<file path="src/rtl/value_router_pkg.sv">
`default_nettype none
// ============================================================================
//  Module      : value_router_pkg
//  Description : Shared types and defaults for the value_router node.
//  Revision    : 1.0  initial release
// ============================================================================
package value_router_pkg;

    localparam int          DATA_W_DEF    = 32;
    localparam int          CNT_W_DEF     = 8;
    localparam logic [31:0] EMPTY_VAL_DEF = 32'hFFFF_FFFF;

    // Operation select; encodings 3'b100..3'b111 all behave as IDLE.
    typedef enum logic [2:0] {
        INSERT = 3'b000,
        INC    = 3'b001,
        REMOVE = 3'b010,
        DEC    = 3'b011,
        IDLE   = 3'b100
    } mode_e;

endpackage
`default_nettype wire

</file>
<file path="src/rtl/value_router_cmp.sv">
`default_nettype none
// ============================================================================
//  Module      : value_router_cmp
//  Description : Combinational compare/select for sorted-queue insertion.
//                Larger value (or any value over an empty node) takes the
//                node; the displaced value is passed on.
//  Revision    : 1.0  initial release
// ============================================================================
module value_router_cmp
    import value_router_pkg::*;
#(
    parameter int                DATA_W    = DATA_W_DEF,
    parameter logic [DATA_W-1:0] EMPTY_VAL = EMPTY_VAL_DEF
) (
    input  logic [DATA_W-1:0] i_bram_out,
    input  logic [DATA_W-1:0] i_reg_out,
    output logic              o_swap,
    output logic [DATA_W-1:0] o_insert_val,
    output logic [DATA_W-1:0] o_pass_val
);

    // Unsigned compare; an empty node always accepts the incoming value.
    always_comb begin
        o_swap       = (i_bram_out == EMPTY_VAL) || (i_reg_out > i_bram_out);
        o_insert_val = o_swap ? i_reg_out  : i_bram_out;
        o_pass_val   = o_swap ? i_bram_out : i_reg_out;
    end

endmodule
`default_nettype wire

</file>
<file path="src/rtl/value_router.sv">
`default_nettype none
// ============================================================================
//  Module      : value_router
//  Description : One node of a sorted hardware queue. Performs insert,
//                remove and occupancy inc/dec; all outputs registered.
//  Revision    : 1.0  initial release
// ============================================================================
module value_router
    import value_router_pkg::*;
#(
    parameter int                DATA_W    = DATA_W_DEF,
    parameter int                CNT_W     = CNT_W_DEF,
    parameter logic [DATA_W-1:0] EMPTY_VAL = EMPTY_VAL_DEF
) (
    input  logic              clk,
    input  logic              rst,
    input  logic [DATA_W-1:0] bram_out,
    input  logic [DATA_W-1:0] reg_out,
    input  logic [2:0]        mode,
    input  logic [CNT_W-1:0]  array_size,
    input  logic [CNT_W-1:0]  array_cnt_in,
    output logic [DATA_W-1:0] bram_insert,
    output logic [DATA_W-1:0] to_register,
    output logic [DATA_W-1:0] data_lt_o,
    output logic [CNT_W-1:0]  array_cnt_out,
    output logic              result,
    output logic              full,
    output logic              empty
);

    logic              w_swap;
    logic [DATA_W-1:0] w_insert_val;
    logic [DATA_W-1:0] w_pass_val;

    logic [DATA_W-1:0] r_bram_insert, w_bram_insert;
    logic [DATA_W-1:0] r_to_register, w_to_register;
    logic [DATA_W-1:0] r_data_lt,     w_data_lt;
    logic [CNT_W-1:0]  r_cnt,         w_cnt;
    logic              r_result,      w_result;
    logic              r_full,        w_full;
    logic              r_empty,       w_empty;

    value_router_cmp #(
        .DATA_W    (DATA_W),
        .EMPTY_VAL (EMPTY_VAL)
    ) u_cmp (
        .i_bram_out   (bram_out),
        .i_reg_out    (reg_out),
        .o_swap       (w_swap),
        .o_insert_val (w_insert_val),
        .o_pass_val   (w_pass_val)
    );

    // Next-state selection per mode; anything not named holds its value.
    always_comb begin
        w_bram_insert = r_bram_insert;
        w_to_register = r_to_register;
        w_data_lt     = r_data_lt;
        w_cnt         = r_cnt;
        w_result      = 1'b0;
        case (mode)
            INSERT: begin
                w_bram_insert = w_insert_val;
                w_to_register = w_pass_val;
                w_result      = w_swap;
                w_cnt         = array_cnt_in;
            end
            INC: begin
                // Saturate at capacity; a zero-size queue never counts up.
                w_cnt = (array_cnt_in >= array_size) ? array_cnt_in
                                                     : array_cnt_in + CNT_W'(1);
            end
            REMOVE: begin
                w_data_lt     = bram_out;
                w_bram_insert = reg_out;
                w_to_register = EMPTY_VAL;
                w_result      = (bram_out != EMPTY_VAL);
                w_cnt         = array_cnt_in;
            end
            DEC: begin
                w_cnt = (array_cnt_in == '0) ? '0 : array_cnt_in - CNT_W'(1);
            end
            default: ;
        endcase
        w_full  = (w_cnt >= array_size);
        w_empty = (w_cnt == '0);
    end

    // Output registers with asynchronous reset to the empty-node state.
    always_ff @(posedge clk or posedge rst) begin
        if (rst) begin
            r_bram_insert <= EMPTY_VAL;
            r_to_register <= EMPTY_VAL;
            r_data_lt     <= EMPTY_VAL;
            r_cnt         <= '0;
            r_result      <= 1'b0;
            r_full        <= 1'b0;
            r_empty       <= 1'b1;
        end else begin
            r_bram_insert <= w_bram_insert;
            r_to_register <= w_to_register;
            r_data_lt     <= w_data_lt;
            r_cnt         <= w_cnt;
            r_result      <= w_result;
            r_full        <= w_full;
            r_empty       <= w_empty;
        end
    end

    assign bram_insert   = r_bram_insert;
    assign to_register   = r_to_register;
    assign data_lt_o     = r_data_lt;
    assign array_cnt_out = r_cnt;
    assign result        = r_result;
    assign full          = r_full;
    assign empty         = r_empty;

endmodule
`default_nettype wire

</file>
<file path="config.mk">
export PLATFORM = sky130hd
export DESIGN_NAME = value_router
export DESIGN_NICKNAME = d
export VERILOG_FILES = /design/src/rtl/value_router_pkg.sv /design/src/rtl/value_router_cmp.sv /design/src/rtl/value_router.sv
export SDC_FILE = /design/constraint.sdc
export NUM_CORES = 1
export LEC_CHECK = 0
export CAP_MARGIN = 20
export CORE_MARGIN = 1.5
export CORE_UTILIZATION = 49
export DETAILED_ROUTE_END_ITERATION = 8
export GPL_TIMING_DRIVEN = 1
export PLACE_DENSITY_LB_ADDON = 0.1
export SYNTH_ARGS = -nofsm -noshare
export SYNTH_HDL_FRONTEND = slang
export SYNTH_HIERARCHICAL = 1
export SYNTH_SLANG_ARGS = --single-unit
</file>
<file path="constraint.sdc">
create_clock -name clk -period 4.2 [get_ports clk]
set_input_delay 0.42 -clock clk [delete_from_list [all_inputs] [get_ports clk]]
set_output_delay 0.42 -clock clk [all_outputs]
set_load 0.01 [all_outputs]
</file>
# Word-level counts from Yosys, hierarchy flattened
# Cells that the tools add are included.
dict set report totals {
  regBits 107
  wordCells 31
  out_inout_bits 107
  input_bits 85
}
dict set report op_classes {
  magnitude_cmp 3
  n_reduce_logical 6
  n_mux 8
  eq_ne 5
  addsub 2
}
# operator n
set op_table {}
lappend op_table {{$pmux 32 s2} 2}
lappend op_table {{$mux 32} 2}
lappend op_table {{$eq 32x32->1 const B} 1}
lappend op_table {{$gt 32x32->1} 1}
lappend op_table {{$ne 32x32->1 const B} 1}
lappend op_table {{$pmux 8 s3} 1}
lappend op_table {{$ge 8x8->1} 2}
lappend op_table {{$logic_not 8->1} 2}
lappend op_table {{$mux 8} 2}
lappend op_table {{$add 8x1->8 const B} 1}
lappend op_table {{$sub 8x1->8 const B} 1}
lappend op_table {{$eq 3x2->1 const B} 2}
lappend op_table {{$eq 3x1->1 const B} 1}
lappend op_table {{$logic_not 3->1} 1}
lappend op_table {{$pmux 1 s2} 1}
lappend op_table {{$reduce_bool 2->1} 1}
lappend op_table {{$reduce_or 2->1} 1}
lappend op_table {{$logic_or 1x1->1} 1}

# Depth between registers and ports, before layout
dict set report logic_depth {
  depth_word 4
  mapped_depth 17
  depth_no_buf 16
}

# By module
# Netlist, hierarchy kept.
# module area_each_um2 n_inst cells_each seq_area_each_um2
set modules_own_cells {}
lappend modules_own_cells {value_router 5420.2 1 524 2798.9}
lappend modules_own_cells {value_router_cmp 2610.0 1 369 0.0}

# Worst setup path after synthesis
# Ideal clock, no wire load.
dict set report synth_path {
  kind {input to register}
  from {in array_cnt_in[0]}
  to {reg r_full, in the netlist full}
  setup_slack_ns 0.722
  cell_stages 17
  n_path_buf 1
  arrival_time_ns 3.350
  required_ns 4.072
  setup_time_ns 0.128
  cell_sequence {inv_1 ha_1 nand2b_1 a2111oi_4 o31a_1 buf_2 mux2i_1 o211a_1 or2_1 ha_1 nand2b_1 a21o_1 a21o_1 a21o_1 a21o_1 a21oi_1 o21ai_0}
}
dict set report synth_via {
  elab_chain_cells 4
  elab_cells_between_ends 8
  classes_between {2 x add/sub; 2 x order compare; 3 x mux; 1 x reduce/logical}
}
# element line
set synth_lines {}
lappend synth_lines {{start: declaration} value_router.sv:21} ;# input logic [CNT_W-1:0] array_cnt_in,
lappend synth_lines {{$sub 8x1->8, or another cell as far along} value_router.sv:81} ;# w_cnt = (array_cnt_in == '0) ? '0 : array_cnt_in - CNT_W'(1);
lappend synth_lines {{$mux 8, on equally long branches} {value_router.sv:81, value_router.sv:70}}
lappend synth_lines {{$pmux 8 s3 *} value_router.sv:61} ;# case (mode)
lappend synth_lines {{$ge 8x8->1 *} value_router.sv:85} ;# w_full = (w_cnt >= array_size);
lappend synth_lines {{named net w_full} value_router.sv:40} ;# logic r_full, w_full;
lappend synth_lines {{end signal: assignment} value_router.sv:105} ;# r_full <= w_full;
lappend synth_lines {{end: declaration} value_router.sv:40}
# The timed path passes the listed nets; every way through them passes the cells marked *.
# A chain may end at the register's enable or synchronous reset.

# Final worst setup path
# Ends and elaborated chain as after synthesis.

==> summary by stage <==
Synthesis
The post-synthesis compound-gate area fraction is 26.1%. The total standard cell area after synthesis is 8030 um2. The xor/xnor share of the synthesized area is 0.109%. The synthesized netlist devotes approximately 14% of its cell area to simple gates. Summed over all instances, the cell type with the most area after synthesis is sky130_fd_sc_hd__dfstp_2. In this run, distinct cell masters in the synthesized netlist total 65.

The multiplexer fraction of the synthesized cell area is roughly 9.0%. The net count of the mapped netlist is a little over 1k. After synthesis, the largest family of logic cells by area is compound AO/OA/AOI/OAI gates.

Synthesis handed over a netlist of 893 instances. The Yosys step of the flow raised 6 warnings. The cell with the most instances after synthesis is sky130_fd_sc_hd__nand2_1.

Ranked by instance count, the synthesized netlist is headed by sky130_fd_sc_hd__nand2_1 (121), sky130_fd_sc_hd__dfstp_2 (97), sky130_fd_sc_hd__inv_1 (84), sky130_fd_sc_hd__o21ai_0 (72), sky130_fd_sc_hd__o2111ai_1 (65). In this run, synthesis produced a sequential element count of approximately 110. The async set or reset register ratio after synthesis is 100%. The synthesized area per cell is 8.99 um2. The most used flip-flop cell after synthesis is sky130_fd_sc_hd__dfstp_2. Of the post-synthesis cell area, the dominant cell type holds 31.7%.

The adder-cell area share of the yosys netlist is under 10%. Sequential elements use 34.9% of the synthesized area. Yosys mapped a number of flops with a built-in enable equal to 0. After synthesis, the cell types taking the most area are sky130_fd_sc_hd__dfstp_2 (32%), sky130_fd_sc_hd__ha_1 (7.9%), sky130_fd_sc_hd__o2111ai_1 (7.1%), sky130_fd_sc_hd__nand2_1 (5.7%), sky130_fd_sc_hd__mux2i_1 (4.5%).

Drt
The first detailed-routing pass ran for 5 iterations. The routed wire length per instance is between 15 and 20 um. The DRC violation total after the first TritonRoute iteration is 617. The final routed wirelength across all metal layers is 23500 um. The number of DRC violations after detailed routing is 0.

For this block, the via count after detailed routing is 7465. The number of nets still failing antenna checks after routing is 0. The via-per-instance ratio is 5.86.

Layout
The post-route core utilization is ~66%. Of the cells placed in the final design, the portion with a size suffix greater than 1 is 20.7%. The synthesis-to-layout area growth is 30.7%. The repair_antennas step left the layout with diodes totalling 0. The net count of the finished layout is 1191. For this run, the number of standard cells in the final layout without fillers is about 1.3k.

Hold path
The worst hold path class is primary input to async pin.

Floorplanning
The effective utilization at floorplan is 50.4%. From left edge to right edge, the die measures between 100 and 150 um. The floorplan step set the die height to 131 um. The area of the die is between 15000 and 20000 um2.

The number of I/O pins is 192. The standard-cell row count is 46. The placeable core area is 15900 um2.

Worst setup path
Data arrives at the worst endpoint at 3.89 ns. The endpoint kind of the worst setup timing path is a register. The worst setup path is launched from a primary input. The depth of the most critical reg-to-reg path is 10. In this run the worst setup path begins at array_cnt_in[0]. The source of the worst register-to-register timing path is array_cnt_out[0]. At the worst endpoint, the required time is 4.43 ns. Of all nets on the critical path, the largest fanout is 2. The setup path with the least slack is of type primary input to register.

STA
The final count of hold timing violations is 0. Measured against its own limit, the worst slew margin works out to 33.7%. After layout, the minimum clock period comes to 3.66 ns. At the pin with the least slew margin, the transition time is 0.992 ns.

The setup total negative slack is 0 ns. Setup repair after global routing left no endpoint under its margin. The highest achievable clock rate is 273 MHz. The worst clock skew is between 0.003 and 0.004 ns.

The setup-violating endpoint count in the final report is 0. The number of max-slew violations in the final report was 0. The fraction of the cycle the final worst path needs is 87.2%.

Global route
The total global-route track usage is 28.4%. The via count of the first global-routing pass came to 7196. The pin count of the biggest net entering global routing is 92. The number of antenna violations at the first check in global routing is 0.

The wire length of the first global-routing pass is 38200 um. The remaining global-route overflow is 0.

Clock tree
The longest clock path from root to sink contains 2 buffers. The root buffer cell chosen for the clock tree is sky130_fd_sc_hd__clkbuf_16. The CTS tree is built. The number of resized instances in the post-cts repair step is 0. Buffers added to address setup during post-CTS repair amount to 0. The clock network latency to the later pin of the worst-skew pair is 0.35 ns. After clock tree synthesis, the flow added hold-fix buffers numbering 0. The TritonCTS buffer count is 9. The TritonCTS sink count is 107. In this run the number of H-tree levels came out at 3.

Clock-pin slew was measured on the worst setup and hold paths at around 0.07 ns.

Power and ir drop
The peak supply drop is 201 uV. In this run the power density over the cells is 342 nW/um2. For this design the static power due to leakage is 4.28 nW.

Placement
The number of cells after detailed placement is 1260. The final HPWL from detailed placement is 16900 um. The count of buffers added on input and output ports is ~190. The final RePlAce weighted congestion is 0.852.

Run
The tool flagged a number of max-cap violations equal to 0.

Outcome
The flow ran to the end, and the final reports show no timing, DRC or antenna violations.
[per-stage QoR]
step | hold WS (ns) | setup WS [ns] | power, mW | cell area, um2
6_report | 0.478 | 0.540 | 3.59 | 10500
5_1_grt | 0.501 | 0.323 | 3.80 | 10500
4_1_cts | 0.482 | 0.555 | 3.62 | 10500
3_5_place_dp | 0.471 | 0.207 | 2.70 | 10200
3_3_place_gp | 0.465 | 0.235 | 2.68 | 10200
2_1_floorplan | 0.483 | 0.722 | 2.07 | 8030
[path summary, 6_finish.rpt]
kind	to	slack [ns]
max	full	0.54
min	array_cnt_out[2]	0.48
max reg2reg	full	2.10
min reg2reg	to_register[3]	0.48
max in group asynchronous	bram_insert[16]	2.82
min in group clk	to_register[3]	0.48
[worst max-delay path, cell delays in order]
cell and delay, ns:
sky130_fd_sc_hd__clkdlybuf4s50_1 0.48, sky130_fd_sc_hd__inv_1 0.06, sky130_fd_sc_hd__ha_1 0.26, sky130_fd_sc_hd__nand2b_1 0.19, sky130_fd_sc_hd__a2111oi_4 0.41, sky130_fd_sc_hd__o31a_1 0.20
sky130_fd_sc_hd__mux2i_1 0.08, sky130_fd_sc_hd__o211a_1 0.22, sky130_fd_sc_hd__or2_1 0.25, sky130_fd_sc_hd__ha_1 0.27, sky130_fd_sc_hd__nand2b_1 0.13, sky130_fd_sc_hd__a21o_1 0.17
sky130_fd_sc_hd__a21o_1 0.19, sky130_fd_sc_hd__a21o_1 0.18, sky130_fd_sc_hd__a21o_1 0.17, sky130_fd_sc_hd__a21oi_1 0.12, sky130_fd_sc_hd__o21ai_0 0.09
[metal layers]
layer	wire [um]	vias to the layer above	global-route usage (%)
li1	-	3633	-
met1	10600	3548	39.4
met2	10900	263	45.6
met3	1670	21	6.11
met4	273	0	6.53
met5	0	-	0
[registers in the layout, indices dropped and copies added, names as in the netlist]
| name | flops |
|---|---|
| full | 1 |
| empty | 1 |
| data_lt_o | 32 |
| bram_insert | 32 |
| array_cnt_out | 8 |
| result | 1 |
| to_register | 32 |
[where the power goes]
part | switching, mW | total [mW] | internal (mW) | leakage, nW
logic | 0.633 | 1.28 | 0.651 | 3.00
registers | 0.0904 | 1.40 | 1.31 | 1.14
clock network | 0.396 | 0.906 | 0.510 | 0.149
total | 1.12 | 3.59 | 2.47 | 4.28
[logic make-up after synthesis]
kind of cell,after synthesis
AO/OA/AOI/OAI,265
AND/OR/NAND/NOR,240
buffers and inverters,161
flip-flops,107
multiplexers,68
adder cells (fa/ha/maj),51
XOR/XNOR,1
[placed cells by master, fill, tap and decap left out, types with 5 or more instances in the layout]
master / synthesis / final
sky130_fd_sc_hd__o21ai_0: 72 / 72
sky130_fd_sc_hd__a21o_1: 5 / 5
sky130_fd_sc_hd__dfrtp_1: 10 / 10
sky130_fd_sc_hd__nand3_1: 6 / 6
sky130_fd_sc_hd__nor2_1: 46 / 45
sky130_fd_sc_hd__nand2_1: 121 / 118
sky130_fd_sc_hd__o311ai_0: 6 / 6
sky130_fd_sc_hd__nand4_1: 23 / 23
sky130_fd_sc_hd__a31oi_1: 5 / 5
sky130_fd_sc_hd__inv_1: 84 / 83
sky130_fd_sc_hd__mux2_2: 32 / 32
sky130_fd_sc_hd__o311ai_1: 5 / 5
sky130_fd_sc_hd__buf_4: 2 / 35
sky130_fd_sc_hd__o2111ai_1: 65 / 65
sky130_fd_sc_hd__nand2b_1: 6 / 6
sky130_fd_sc_hd__nor3_1: 10 / 10
sky130_fd_sc_hd__mux2i_1: 36 / 36
sky130_fd_sc_hd__clkbuf_16: 0 / 10
sky130_fd_sc_hd__nor4_1: 6 / 6
sky130_fd_sc_hd__o311ai_2: 20 / 20
sky130_fd_sc_hd__ha_1: 51 / 51
sky130_fd_sc_hd__dfstp_2: 97 / 97
sky130_fd_sc_hd__a21oi_1: 19 / 19
sky130_fd_sc_hd__o211ai_1: 35 / 35
sky130_fd_sc_hd__clkdlybuf4s50_1: 0 / 190
[cell type report]
class,count,area [um2]
Multi-Input combinational cell,625,4590
Fill cell,1390,5450
Clock inverter,3,46.3
Sequential cell,107,2800
Tap cell,216,270
Timing Repair Buffer,228,2210
Clock buffer,11,264
Inverter,84,318
Power figures use the tool's default switching activity.
